==> config.mk <==
export PLATFORM = sky130hd
export DESIGN_NAME = detector_emulator
export DESIGN_NICKNAME = d
export VERILOG_FILES = /design/src/rtl/detector_emulator_pkg.sv /design/src/rtl/detector_emulator_rise_edge_detect.sv /design/src/rtl/detector_emulator.sv
export SDC_FILE = /design/constraint.sdc
export NUM_CORES = 1
export LEC_CHECK = 0
export CORE_MARGIN = 1.5
export CORE_UTILIZATION = 38
export DETAILED_ROUTE_END_ITERATION = 12
export PLACE_DENSITY = 0.66
export SETUP_SLACK_MARGIN = 0.3
export SLEW_MARGIN = 20
export SYNTH_ARGS = -nofsm -noshare
export SYNTH_HDL_FRONTEND = slang
export SYNTH_SLANG_ARGS = --single-unit
export TNS_END_PERCENT = 20
==> constraint.sdc <==
create_clock -name clock -period 6.6 [get_ports clock]
set_input_delay 0.66 -clock clock [delete_from_list [all_inputs] [get_ports clock]]
set_output_delay 0.66 -clock clock [all_outputs]
set_load 0.02 [all_outputs]
==> src/rtl/detector_emulator_pkg.sv <==
// Shared types for the detector emulator: FSM states and the configuration latched per accepted trigger.
// DETECTOR_EMU_SYNC_EN puts a 2-flop synchronizer in front of the trigger edge detector.
package detector_emulator_pkg;

  localparam int unsigned DE_CNT_W = 32;

`ifdef DETECTOR_EMU_SYNC_EN
  localparam int unsigned DE_SYNC_STAGES = 2;
`else
  localparam int unsigned DE_SYNC_STAGES = 0;
`endif

  typedef enum logic [1:0] {
    DE_IDLE,
    DE_DELAY,
    DE_READY,
    DE_DEAD
  } det_emu_state_t;

  typedef struct packed {
    logic [DE_CNT_W-1:0] readyDelay;
    logic [DE_CNT_W-1:0] readyLen;
    logic [DE_CNT_W-1:0] deadTime;
  } det_emu_cfg_t;

endpackage

==> src/rtl/detector_emulator_rise_edge_detect.sv <==
// Turns the trigger level into a one-cycle rise pulse; with DETECTOR_EMU_SYNC_EN the level is
// first resynchronized through two flops.
module detector_emulator_rise_edge_detect
  import detector_emulator_pkg::*;
(
  input  logic clock,
  input  logic reset,
  input  logic level_i,
  output logic rise_o
);

  localparam int unsigned ARM_W = DE_SYNC_STAGES + 1;

  logic             sampled;
  logic             prev_q;
  logic [ARM_W-1:0] arm_q;

`ifdef DETECTOR_EMU_SYNC_EN
  logic [1:0] sync_q;

  always_ff @(posedge clock) begin
    if (reset) begin
      sync_q <= '0;
    end else begin
      sync_q <= {sync_q[0], level_i};
    end
  end

  assign sampled = sync_q[1];
`else
  assign sampled = level_i;
`endif

  // The arm shift register masks rises until the sampling pipeline holds post-reset data,
  // so a trigger already high when reset releases is not mistaken for an edge.
  always_ff @(posedge clock) begin
    if (reset) begin
      prev_q <= 1'b0;
      arm_q  <= '0;
    end else begin
      prev_q <= sampled;
      arm_q  <= (arm_q << 1) | ARM_W'(1);
    end
  end

  assign rise_o = sampled & ~prev_q & arm_q[ARM_W-1];

endmodule

==> src/rtl/detector_emulator.sv <==
// Detector-side responder for the calibration trigger/ready handshake: programmable delay, ready
// length and dead time, with saturating accepted/missed counts. DETECTOR_EMU_SYNC_EN adds a 2-flop sync.
module detector_emulator
  import detector_emulator_pkg::*;
#(
  parameter int unsigned CNT_W  = DE_CNT_W,
  parameter int unsigned STAT_W = 16
) (
  input  logic              clock,
  input  logic              reset,
  input  logic              enable,
  input  logic              trigger_in,
  input  logic [CNT_W-1:0]  ready_delay,
  input  logic [CNT_W-1:0]  ready_len,
  input  logic [CNT_W-1:0]  dead_time,
  output logic              detector_ready,
  output logic              busy,
  output logic [STAT_W-1:0] trigger_count,
  output logic [STAT_W-1:0] missed_count
);

  det_emu_state_t      state_q, state_d;
  det_emu_cfg_t        cfg_q, cfg_d;
  logic [DE_CNT_W-1:0] cnt_q, cnt_d;
  logic [DE_CNT_W-1:0] cntInc;
  logic                ready_q, ready_d;
  logic [STAT_W-1:0]   trigCount_q, trigCount_d;
  logic [STAT_W-1:0]   missCount_q, missCount_d;
  logic                rise;

  detector_emulator_rise_edge_detect u_rise (
    .clock   (clock),
    .reset   (reset),
    .level_i (trigger_in),
    .rise_o  (rise)
  );

  assign cntInc = cnt_q + DE_CNT_W'(1);

  // One up-counter times every phase; it restarts at zero on each state change.
  always_comb begin
    state_d     = state_q;
    cfg_d       = cfg_q;
    cnt_d       = cnt_q;
    ready_d     = ready_q;
    trigCount_d = trigCount_q;
    missCount_d = missCount_q;

    if (!enable) begin
      state_d = DE_IDLE;
      ready_d = 1'b0;
      cnt_d   = '0;
    end else begin
      if (rise && (state_q != DE_IDLE) && (missCount_q != '1)) begin
        missCount_d = missCount_q + STAT_W'(1);
      end

      unique case (state_q)
        DE_IDLE: begin
          if (rise) begin
            cfg_d.readyDelay = DE_CNT_W'(ready_delay);
            cfg_d.readyLen   = DE_CNT_W'(ready_len);
            cfg_d.deadTime   = DE_CNT_W'(dead_time);
            if (trigCount_q != '1) begin
              trigCount_d = trigCount_q + STAT_W'(1);
            end
            state_d = DE_DELAY;
            cnt_d   = '0;
          end
        end
        DE_DELAY: begin
          if (cnt_q == cfg_q.readyDelay) begin
            state_d = DE_READY;
            ready_d = 1'b1;
            cnt_d   = '0;
          end else begin
            cnt_d = cntInc;
          end
        end
        // A zero length still leaves ready high for one cycle.
        DE_READY: begin
          if (cntInc >= cfg_q.readyLen) begin
            ready_d = 1'b0;
            cnt_d   = '0;
            state_d = (cfg_q.deadTime == '0) ? DE_IDLE : DE_DEAD;
          end else begin
            cnt_d = cntInc;
          end
        end
        DE_DEAD: begin
          if (cntInc == cfg_q.deadTime) begin
            state_d = DE_IDLE;
            cnt_d   = '0;
          end else begin
            cnt_d = cntInc;
          end
        end
        default: begin
          state_d = DE_IDLE;
          ready_d = 1'b0;
          cnt_d   = '0;
        end
      endcase
    end
  end

  always_ff @(posedge clock) begin
    if (reset) begin
      state_q     <= DE_IDLE;
      cfg_q       <= '0;
      cnt_q       <= '0;
      ready_q     <= 1'b0;
      trigCount_q <= '0;
      missCount_q <= '0;
    end else begin
      state_q     <= state_d;
      cfg_q       <= cfg_d;
      cnt_q       <= cnt_d;
      ready_q     <= ready_d;
      trigCount_q <= trigCount_d;
      missCount_q <= missCount_d;
    end
  end

  assign detector_ready = ready_q;
  assign busy           = (state_q != DE_IDLE);
  assign trigger_count  = trigCount_q;
  assign missed_count   = missCount_q;

endmodule
==> flow_summary.ini, run 1 <==
[pwr]
irDropWorstVdd_mv = 0.104
powerDensity_nw_per_um2 = 202
leakage_nw = 4.35
total_power_mw = 2.31

[worst_hold_path]
hp-start = cfg_q[44]$_SDFFE_PP0P_
hold_path_class = flip-flop to flip-flop

[global_route]
antenna_found_initial = 0
grt_usage = 0.228
overflow = 0
grt_pass1_vias = 8418
grt_pass1_wl_mm = 45.8
grt_max_degree = 98

[routing]
drc = 0
post_drt_wl_per_cell_um = 17.6
vias = 8772
drt_iter0_markers = 705
via_per_inst = 5.38
wl_mm = 28.8
first_pass_iters = 5
final_antenna_net_count = 0

[sta]
slew_headroom = 0.324
setup_violations = 0
fin_crit_sh = 0.733
fin_ws_ns = 1.76
hold_viol = 0
rsz0062_at_grt = no
tightest_slew_ns = 1.01
clock_skew_ns = 0.0162
slew_viol_final = 0
tns_ns = 0
max_freq_mhz = 207
post-route-min-period_ns = 4.84

[floorplan]
fp.dieW_um = 159
core_um2 = 24200
initial_core_util = 0.384
dieArea_um2 = 25400
chipHeight_um = 159
rows = 57
ioPinCount = 134

[logic_synthesis]
ys_warn_count = 0
synthDistinctLibCells = 70
synth-edff-count = 0
synthFlopType = dfxtp_1
synth_area_per_cell_um2 = 7.65
seq_area_frac_synth = 0.355
syn_inst = 1215
synth_area_um2 = 9290
ys_ff_latch = 165
synthArstFlopShare = 0
synth.net_count = 1350

[cts]
cts_buffer_depth = 2
hold_buffers = 0
cts_tree = done
cts.clk_slew.worst_paths_ns = 0.08
clock_sinks = 165
cts.root.buffer_cell = clkbuf_16
cts_setup_buffers = 0
clk_latency_ns = 0.45
post_cts_resized = 0
htree_num_levels = 4
cts-buffers-inserted = 17

[critical_path]
end_kind = flip-flop
timing.rr.start = cnt_q[5]$_SDFFE_PP0N_
criticalPathCategory = flip-flop to flip-flop
startpoint = cnt_q[5]$_SDFFE_PP0N_
cp-start-kind = flip-flop
cp_max_fo = 15
crit_arrival_ns = 5.15
cp.required_ns = 6.92

[cells_and_area]
mostFrequentLayoutCell = nand2_1
utilization = 0.472
syn2layout_area_growth_pct = 22.9
mostFrequentLayoutCells = nand2_1 (271), dfxtp_1 (165), clkdlybuf4s50_1 (132), a21oi_1 (119), nor2_1 (76)
nets = 1430
antenna_cells = 0
final_layout_size_suffix_gt1_frac = 0.0543
fin_area_um2 = 11400

[placed_design]
portBuffers = 133
hpwl_mm = 21.4
gp_congestion = 0.961
placed_area_um2 = 10800
pre_cts_ws_ns = 1.91

[run]
maxCapViolations = 0

[run_status]
status = complete, no violations
-- worst max-delay path, cell delays in order (launching register included) --
cell and delay (ns):
dfxtp_1 0.55, nand4_1 0.50, nor4_1 0.65, nand4_1 0.34, nor2_1 0.22, xnor2_1 0.19, inv_1 0.08, ha_1 0.30
nand4_1 0.14, nor4_1 0.31, o21ai_0 0.21, a41oi_1 0.30, nor2_1 0.11, a31oi_4 0.48, buf_12 0.23, o22ai_1 0.09
-- cell type report --
cell class | count | area [um^2]
multi-input cells | 898 | 5390
flip-flops and latches | 165 | 3300
inverters | 71 | 267
clock inverters | 15 | 220
repair buffers | 142 | 1410
fillers | 2440 | 12800
clock buffers | 17 | 425
well taps | 324 | 405
-- Yosys cell counts, types with 26 or more instances --
library cell | n | area (um^2)
nand4_1 | 26 | 163
a21oi_1 | 119 | 596
dfxtp_1 | 165 | 3300
inv_1 | 71 | 267
nor3_1 | 26 | 130
nand2_1 | 271 | 1020
xor2_1 | 61 | 534
xnor2_1 | 36 | 315
nor2_1 | 78 | 293
clkbuf_1 | 61 | 229
nor4_1 | 29 | 181
ha_1 | 35 | 438
-- registers in the layout, indices dropped and copies added, names as in the netlist --
name and count:
cfg_q 96, cnt_q 32, missed_count 16, trigger_count 16, state_q 2, detector_ready 1
u_rise.arm_q 1, u_rise.prev_q 1
-- through the flow --
stage                     instances  hold slack [ns]
after CTS                      1632            0.460
after global placement         1600            0.447
final                          1632            0.456
after detailed placement       1600            0.451
after global routing           1632            0.479
after floorplan                1215            0.436
-- layer usage --
metal	track usage	wire length [um]
met2	0.357	12800
met1	0.297	12800
met3	0.0544	2180
met5	0	0
met4	0.0991	1020
-- path summary, 6_finish.rpt --
check,endpoint,slack (ns),cells past startpoint
setup reg to reg,cnt_q[10]$_SDFFE_PP0N_,1.76,15
hold / removal,cfg_q[44]$_SDFFE_PP0P_,0.46,2
hold reg to reg,cfg_q[44]$_SDFFE_PP0P_,0.46,2
setup / recovery,cnt_q[10]$_SDFFE_PP0N_,1.76,15
-- cell families after synthesis --
group                      Yosys count  synth area share
AOI/OAI and AO/OA                  233             0.163
xor gates and xnor gates            99            0.0963
adders and majority gates           35            0.0471
buffers and inverters              152            0.0679
DFF                                165             0.355
muxes                                6           0.00673
and+or+nand+nor                    525             0.263
-- power by group --
part | internal [mW] | total (mW) | switching [mW]
Combinational | 0.101 | 0.208 | 0.107
Sequential | 1.01 | 1.03 | 0.0190
Clock | 0.560 | 1.07 | 0.508
Total | 1.67 | 2.31 | 0.634
Note: power is estimated with default switching activity, not from simulation.
==> inputs of run 2 (changes only) <==
Clock period 6.6 ns to 5.05 ns, I/O delays scaled along.
==> flow_summary.ini, run 2 (synthesis gave the netlist of run 1 again) <==
[run_status]
status = complete, no violations

[sta]
tns_ns = 0
post-route-min-period_ns = 4.49
clock_skew_ns = 0.0128
slew_headroom = 0.316
hold_viol = 0
rsz0062_at_grt = no
hold_ws_ns = 0.458
fin_crit_sh = 0.890
setup_violations = 0
max_freq_mhz = 223
tightest_slew_ns = 1.02
slew_viol_final = 0

[global_route]
grt_max_degree = 97
antenna_found_initial = 0
overflow = 0
grt_usage = 0.233
grt_pass1_vias = 8553
grt_pass1_wl_mm = 46.9

[pwr]
p_seq_frac = 0.457
p_int_mw = 2.13
comb_power_share = 0.093
powerDensity_nw_per_um2 = 255
total_power_mw = 2.95
clock_power_share = 0.450
leakage_nw = 4.46
p_sw_mw = 0.825
swShare = 0.280
irDropWorstVdd_mv = 0.184

[critical_path]
startpoint = cnt_q[11]$_SDFFE_PP0N_
end_kind = flip-flop
cp_max_fo = 16
criticalPathCategory = flip-flop to flip-flop
cp_cell_sequence = and4_1, and3_1, buf_4, nand4_1, nor2_1, xnor2_1, inv_1, ha_1, nand4_1, nor4_1, o21ai_0, a41oi_1, buf_4, nor3_1, a211oi_1, o22ai_1
cp.required_ns = 5.36
cp_slowest_cell = dfxtp_1
cp-start-kind = flip-flop
cpPeakStageDelay_ns = 0.61
crit_arrival_ns = 4.80
timing.rr.start = cnt_q[11]$_SDFFE_PP0N_

[cells_and_area]
final_layout_size_suffix_gt1_frac = 0.0758
mostFrequentLayoutCell = nand2_1
reg_top3 = cfg_q: 96 flops, cnt_q: 32 flops
nets = 1455
multi_input_area_um2 = 5410
seqCellArea_um2 = 3300
regMostFlops = cfg_q
syn2layout_area_growth_pct = 24.7
antenna_cells = 0
largest_reg_flops = 96
fin_area_um2 = 11600
mostFrequentLayoutCells = nand2_1 (271), dfxtp_1 (164), clkdlybuf4s50_1 (132), a21oi_1 (119), nor2_1 (75)
n_fill_cell = 2379

[placed_design]
gp_congestion = 0.950
hpwl_mm = 22.1
placed_area_um2 = 10900
portBuffers = 133

[floorplan]
ioPinCount = 134
dieArea_um2 = 25400
core_um2 = 24200
initial_core_util = 0.384
chipHeight_um = 159
fp.dieW_um = 159
rows = 57

[worst_hold_path]
hp-start = cfg_q[58]$_SDFFE_PP0P_
hold_path_class = flip-flop to flip-flop

[routing]
via_per_inst = 5.37
wl_mm = 29.5
drc = 0
drt_iter0_markers = 718
first_pass_iters = 5
post_drt_wl_per_cell_um = 17.8
final_antenna_net_count = 0
vias = 8894

[cts]
clock_sinks = 165
cts_tree = done
htree_num_levels = 4
hold_buffers = 0
cts_buffer_depth = 2
cts-buffers-inserted = 17
clk_latency_ns = 0.44
cts.root.buffer_cell = clkbuf_16
cts.clk_slew.worst_paths_ns = 0.07

[run]
maxCapViolations = 0
==> run 2: routing by layer <==
metal	vias up	track usage	part of all wire
met3	61	0.0485	0.065
met4	0	0.0935	0.034
met2	330	0.377	0.45
li1	4370	-	-
met1	4133	0.304	0.45
met5	-	0	0
==> run 2: path summary, 6_finish.rpt <==
path	to	slack (ns)	depth (start not counted)
max reg2reg	cnt_q[16]$_SDFFE_PP0N_	0.56	16
max	cnt_q[16]$_SDFFE_PP0N_	0.56	16
min reg2reg	cfg_q[58]$_SDFFE_PP0P_	0.46	2
min	cfg_q[58]$_SDFFE_PP0P_	0.46	2
==> run 2: what timing repair did <==
action	4_1_cts	5_1_grt
gates resized for setup	0	6
endpoints found under the hold margin	0	0
endpoints found under the setup margin	0	32
setup buffers	0	3
==> run 2: power groups by stage <==
stage          clock network (mW)  logic [mW]  registers [mW]
5_1_grt                      1.41       0.300            1.35
2_1_floorplan                   0       0.143            1.37
3_3_place_gp                    0       0.271            1.38
3_5_place_dp                    0       0.272            1.38
6_report                     1.33       0.274            1.35
4_1_cts                      1.35       0.274            1.35
==> run 2: metrics by stage <==
step           setup slack (ns)   util  std cells
2_1_floorplan             0.608      -       1215
3_3_place_gp              0.588  0.452       1622
3_5_place_dp              0.378  0.452       1622
4_1_cts                   0.362  0.477       1654
5_1_grt                   0.306  0.479       1657
6_report                  0.556  0.479       1657
==> run 2: final cells by class <==
cell class                      instances  share of cell area
Timing Repair Buffer                  167               0.138
Inverter                               71              0.0230
Tap cell                              324              0.0350
Clock buffer                           17              0.0367
Sequential cell                       165               0.285
Clock inverter                         15              0.0156
Multi-Input combinational cell        898               0.467
==> run 2: critical path: cells and delay by family, from the launching register on <==
family / cells / cell delay, ns
AO/OA/AOI/OAI: 4 / 1.12
XOR/XNOR: 1 / 0.19
flip-flops: 1 / 0.61
adder cells (fa/ha/maj): 1 / 0.32
AND/OR/NAND/NOR: 7 / 1.61
buffers and inverters: 3 / 0.52
==> inputs of run 3 (changes only) <==
Settings changed: HOLD_SLACK_MARGIN set to 0.03, PLACE_DENSITY 0.66 to 0.68.
Clock period 5.05 ns to 4 ns, I/O delays scaled along.
==> flow_summary.ini, run 3 (synthesis gave the netlist of run 1 again) <==
[critical_path]
crit_arrival_ns = 4.07
criticalPathCategory = flip-flop to flip-flop
cp.required_ns = 4.33
timing.rr.start = cnt_q[1]$_SDFFE_PP0N_
startpoint = cnt_q[1]$_SDFFE_PP0N_
end_kind = flip-flop
cp-start-kind = flip-flop
cp_max_fo = 5
r2r_slack_ns = 0.25

[cells_and_area]
syn2layout_area_growth_pct = 38.1
reg_top3 = cfg_q: 96 flops, cnt_q: 32 flops
regMostFlops = cfg_q
final_layout_size_suffix_gt1_frac = 0.179
antenna_cells = 0
mostFrequentLayoutCells = nand2_1 (271), dfxtp_1 (155), clkdlybuf4s50_1 (132), buf_4 (122), a21oi_1 (118)
largest_reg_flops = 96
nets = 1558
mostFrequentLayoutCell = nand2_1

[routing]
vias = 9363
post_drt_wl_per_cell_um = 17.9
final_antenna_net_count = 0
first_pass_iters = 4
wl_mm = 31.4
drt_iter0_markers = 655
drc = 0
via_per_inst = 5.32

[worst_hold_path]
hold_path_class = input port to flip-flop
hp-start = reset

[sta]
slew_viol_final = 0
hold_ws_ns = 0.408
post-route-min-period_ns = 3.75
clock_skew_ns = 0.0123
hold_viol = 0
rsz0062_at_grt = yes
fin_crit_sh = 0.936
tightest_slew_ns = 0.962
max_freq_mhz = 267
slew_headroom = 0.359
tns_ns = 0
setup_violations = 0

[cts]
cts-buffers-inserted = 17
clock_sinks = 165
clk_latency_ns = 0.45
cts_buffer_depth = 2
cts.clk_slew.worst_paths_ns = 0.08
cts.root.buffer_cell = clkbuf_16
cts_tree = done
hold_buffers = 0
htree_num_levels = 4

[global_route]
grt_max_degree = 97
grt_pass1_vias = 8919
overflow = 0
antenna_found_initial = 0
grt_usage = 0.243
grt_pass1_wl_mm = 48.5

[floorplan]
fp.dieW_um = 159
chipHeight_um = 159
dieArea_um2 = 25400
ioPinCount = 134
core_um2 = 24200
rows = 57
initial_core_util = 0.384

[placed_design]
hpwl_mm = 23.5
portBuffers = 133
gp_congestion = 0.938

[run]
maxCapViolations = 0

[pwr]
powerDensity_nw_per_um2 = 298
irDropWorstVdd_mv = 0.237
leakage_nw = 5.15

[run_status]
status = complete, no violations
## run 3: per-stage QoR
stage / area [um^2] / power (mW) / util / setup WS [ns] / instances
floorplan: 9350 / 1.91 / - / 0.285 / 1215
global placement: 11600 / 2.10 / 0.479 / 0.116 / 1701
detailed placement: 11600 / 2.10 / 0.479 / 0.0641 / 1701
CTS: 12400 / 3.82 / 0.513 / 0.296 / 1740
global route: 12800 / 3.95 / 0.531 / 0.161 / 1760
finish: 12800 / 3.82 / 0.531 / 0.255 / 1760
## run 3: final cells by class
cell class | count | area (um^2)
well taps | 324 | 405
inverters | 71 | 267
clock buffers | 17 | 425
fillers | 2296 | 11300
repair buffers | 269 | 2460
clock inverters | 15 | 204
flip-flops and latches | 165 | 3330
multi-input cells | 899 | 5750
## run 3: worst paths after layout
path                                  end  cells after the start
max                 cnt_q[3]$_SDFFE_PP0N_                     15
min          missed_count[1]$_SDFFE_PP0P_                      2
max reg2reg         cnt_q[3]$_SDFFE_PP0N_                     15
min reg2reg        cfg_q[34]$_SDFFE_PP0P_                      2
## run 3: per-layer routing
layer / routed length (um) / vias to the layer above / global-route usage
met5: 0 / - / 0
met4: 1230 / 0 / 0.110
met3: 1910 / 64 / 0.0485
met2: 14100 / 323 / 0.387
met1: 14200 / 4383 / 0.317
li1: - / 4593 / -
## run 3: where the power goes
group,internal (mW),total (mW),switching (mW),leakage [nW]
clock network,0.907,1.74,0.829,0.301
registers,1.67,1.70,0.0288,1.34
logic,0.191,0.383,0.192,3.51
total,2.77,3.82,1.05,5.15
## run 3: repair_timing
item,CTS,global route
cloned,1,3
resized for setup,30,53
pin swaps,16,31
setup buffers,6,17
setup endpoints to repair,33,34
## run 3: critical path: stages, from the launching register on
cell and delay [ns]:
dfxtp_4 0.37, ha_4 0.15, nand3_4 0.10, or3_4 0.47, nor4_4 0.42, xnor2_2 0.19, inv_2 0.08, ha_4 0.27
nand4_1 0.16, nor4_2 0.33, o21ai_2 0.11, a41oi_2 0.28, nor2_4 0.08, buf_4 0.19, a221oi_2 0.31, o22ai_1 0.11
==> RTL edit, RTL diff (flow settings as in run 3) <==
The 4 states of `det_emu_state_t` get a one-hot encoding in 4 bits.
--- a/src/rtl/detector_emulator_pkg.sv
+++ b/src/rtl/detector_emulator_pkg.sv
@@ -10,11 +10,11 @@
   localparam int unsigned DE_SYNC_STAGES = 0;
 `endif
 
-  typedef enum logic [1:0] {
-    DE_IDLE,
-    DE_DELAY,
-    DE_READY,
-    DE_DEAD
+  typedef enum logic [3:0] {
+    DE_IDLE  = 4'b0001,
+    DE_DELAY = 4'b0010,
+    DE_READY = 4'b0100,
+    DE_DEAD  = 4'b1000
   } det_emu_state_t;
 
   typedef struct packed {
Behaviour: no difference found for any inputs over 4 cycles, from zero or initial values and one cycle with reset high; so few cycles prove little.
==> RTL edit against run 3 <==
- total power fell by 2.2%
- worst setup slack improved by 0.042 ns
- wire length down 4.7%
- non-clock buffer count decreased by 2
- area after synthesis shrank 0.47%
- sequential cell count increased by 2
- final area fell by 0.89%
- critical endpoint is now cnt_q[23]
==> RTL edit: results (changes against run 3) <==
** Worst setup path
- Reg2reg path depth :: 18 (+3)
- Following the worst setup path forward leads to its endpoint at cnt_q[23].
- The delay of the slowest cell on the worst path came to 0.38 ns (-0.09 ns).

** Detailed routing
- Drt total wl :: 30000 um (-4.7%)
- Total number of vias :: 9269 (-1.0%)
- Detailed-route vias per instance :: 5.39 (+1.3%)
- First-pass DRT Iterations :: 5 (+1)
- The met1 wire length was 13400 um (-5.6%).

** Finish
- The net count of the finished layout is 1523 (-2.2%).

** Global routing
- The first-pass GRT wire length came to 46700 um (-3.7%).
- The via count of the first global-routing pass was 8762 (-1.8%).
- The met3 track utilization from global routing came to 0.0425 (-0.00599).
- The global routing usage on met2 was 0.377 (-0.0105).

** Synthesis
- By area the synthesized netlist is led by dfxtp_1 (36%), nand2_1 (10%), a21oi_1 (6.8%).
- The sequential share of the synthesized area came to 0.361 (+0.00601).
- In the synthesized netlist, the cells that appear most often are nand2_1 (256), dfxtp_1 (167), a21oi_1 (126).

** Power
- Overall power after layout :: 3.73 mW (-2.2%)
- Clock network fraction of design power :: 0.458 (+0.003)
- The net switching component of the power came to 989 uW (-5.9%).

** Timing
- The relative max-transition margin is 0.294 (-0.0648).
- Post-layout minimum cycle time :: 3.70 ns (-0.0420 ns)

** Placement
- The half-perimeter wire length after detailed placement came to 22200 um (-5.6%).
- The worst slack at placement is 0.0392 ns (-0.0249 ns).

** Run status
- The flow ran to the end, and the final reports show no timing, DRC or antenna violations.

** Min path
- Destination of the worst hold path :: trigger_count[12]
-- RTL edit: cell count changes after synthesis, sizes merged, moves of 7 or more --
cell,delta
nor2,-24
a22o,+16
inv,-14
nand2,-14
nand4,+14
clkbuf,-12
a221oi,-11
nor3,-11
buf,+10
a21oi,+7
o22ai,-7
or3,+7
-- RTL edit: cells by family after synthesis --
logic type / synth area share
fa+ha+maj: 0.0473
flops: 0.361
compound gates: 0.163
mux: 0.00460
xor+xnor: 0.0924
buf+inv: 0.0625
simple gates: 0.269
-- RTL edit: what timing repair did --
item                                    CTS  global route
buffers inserted                         19            19
gates resized for setup                  52            41
endpoints found under the setup margin   33            33
pin swaps                                20            29
-- RTL edit: layout make-up --
class / count / area [um^2]
inverter: 57 / 214
multi-input combinational: 878 / 5690
clock buffer: 17 / 425
clock inverter: 15 / 180
timing repair buffer: 267 / 2410
tap: 319 / 399
sequential: 167 / 3390
fill: 2296 / 11000
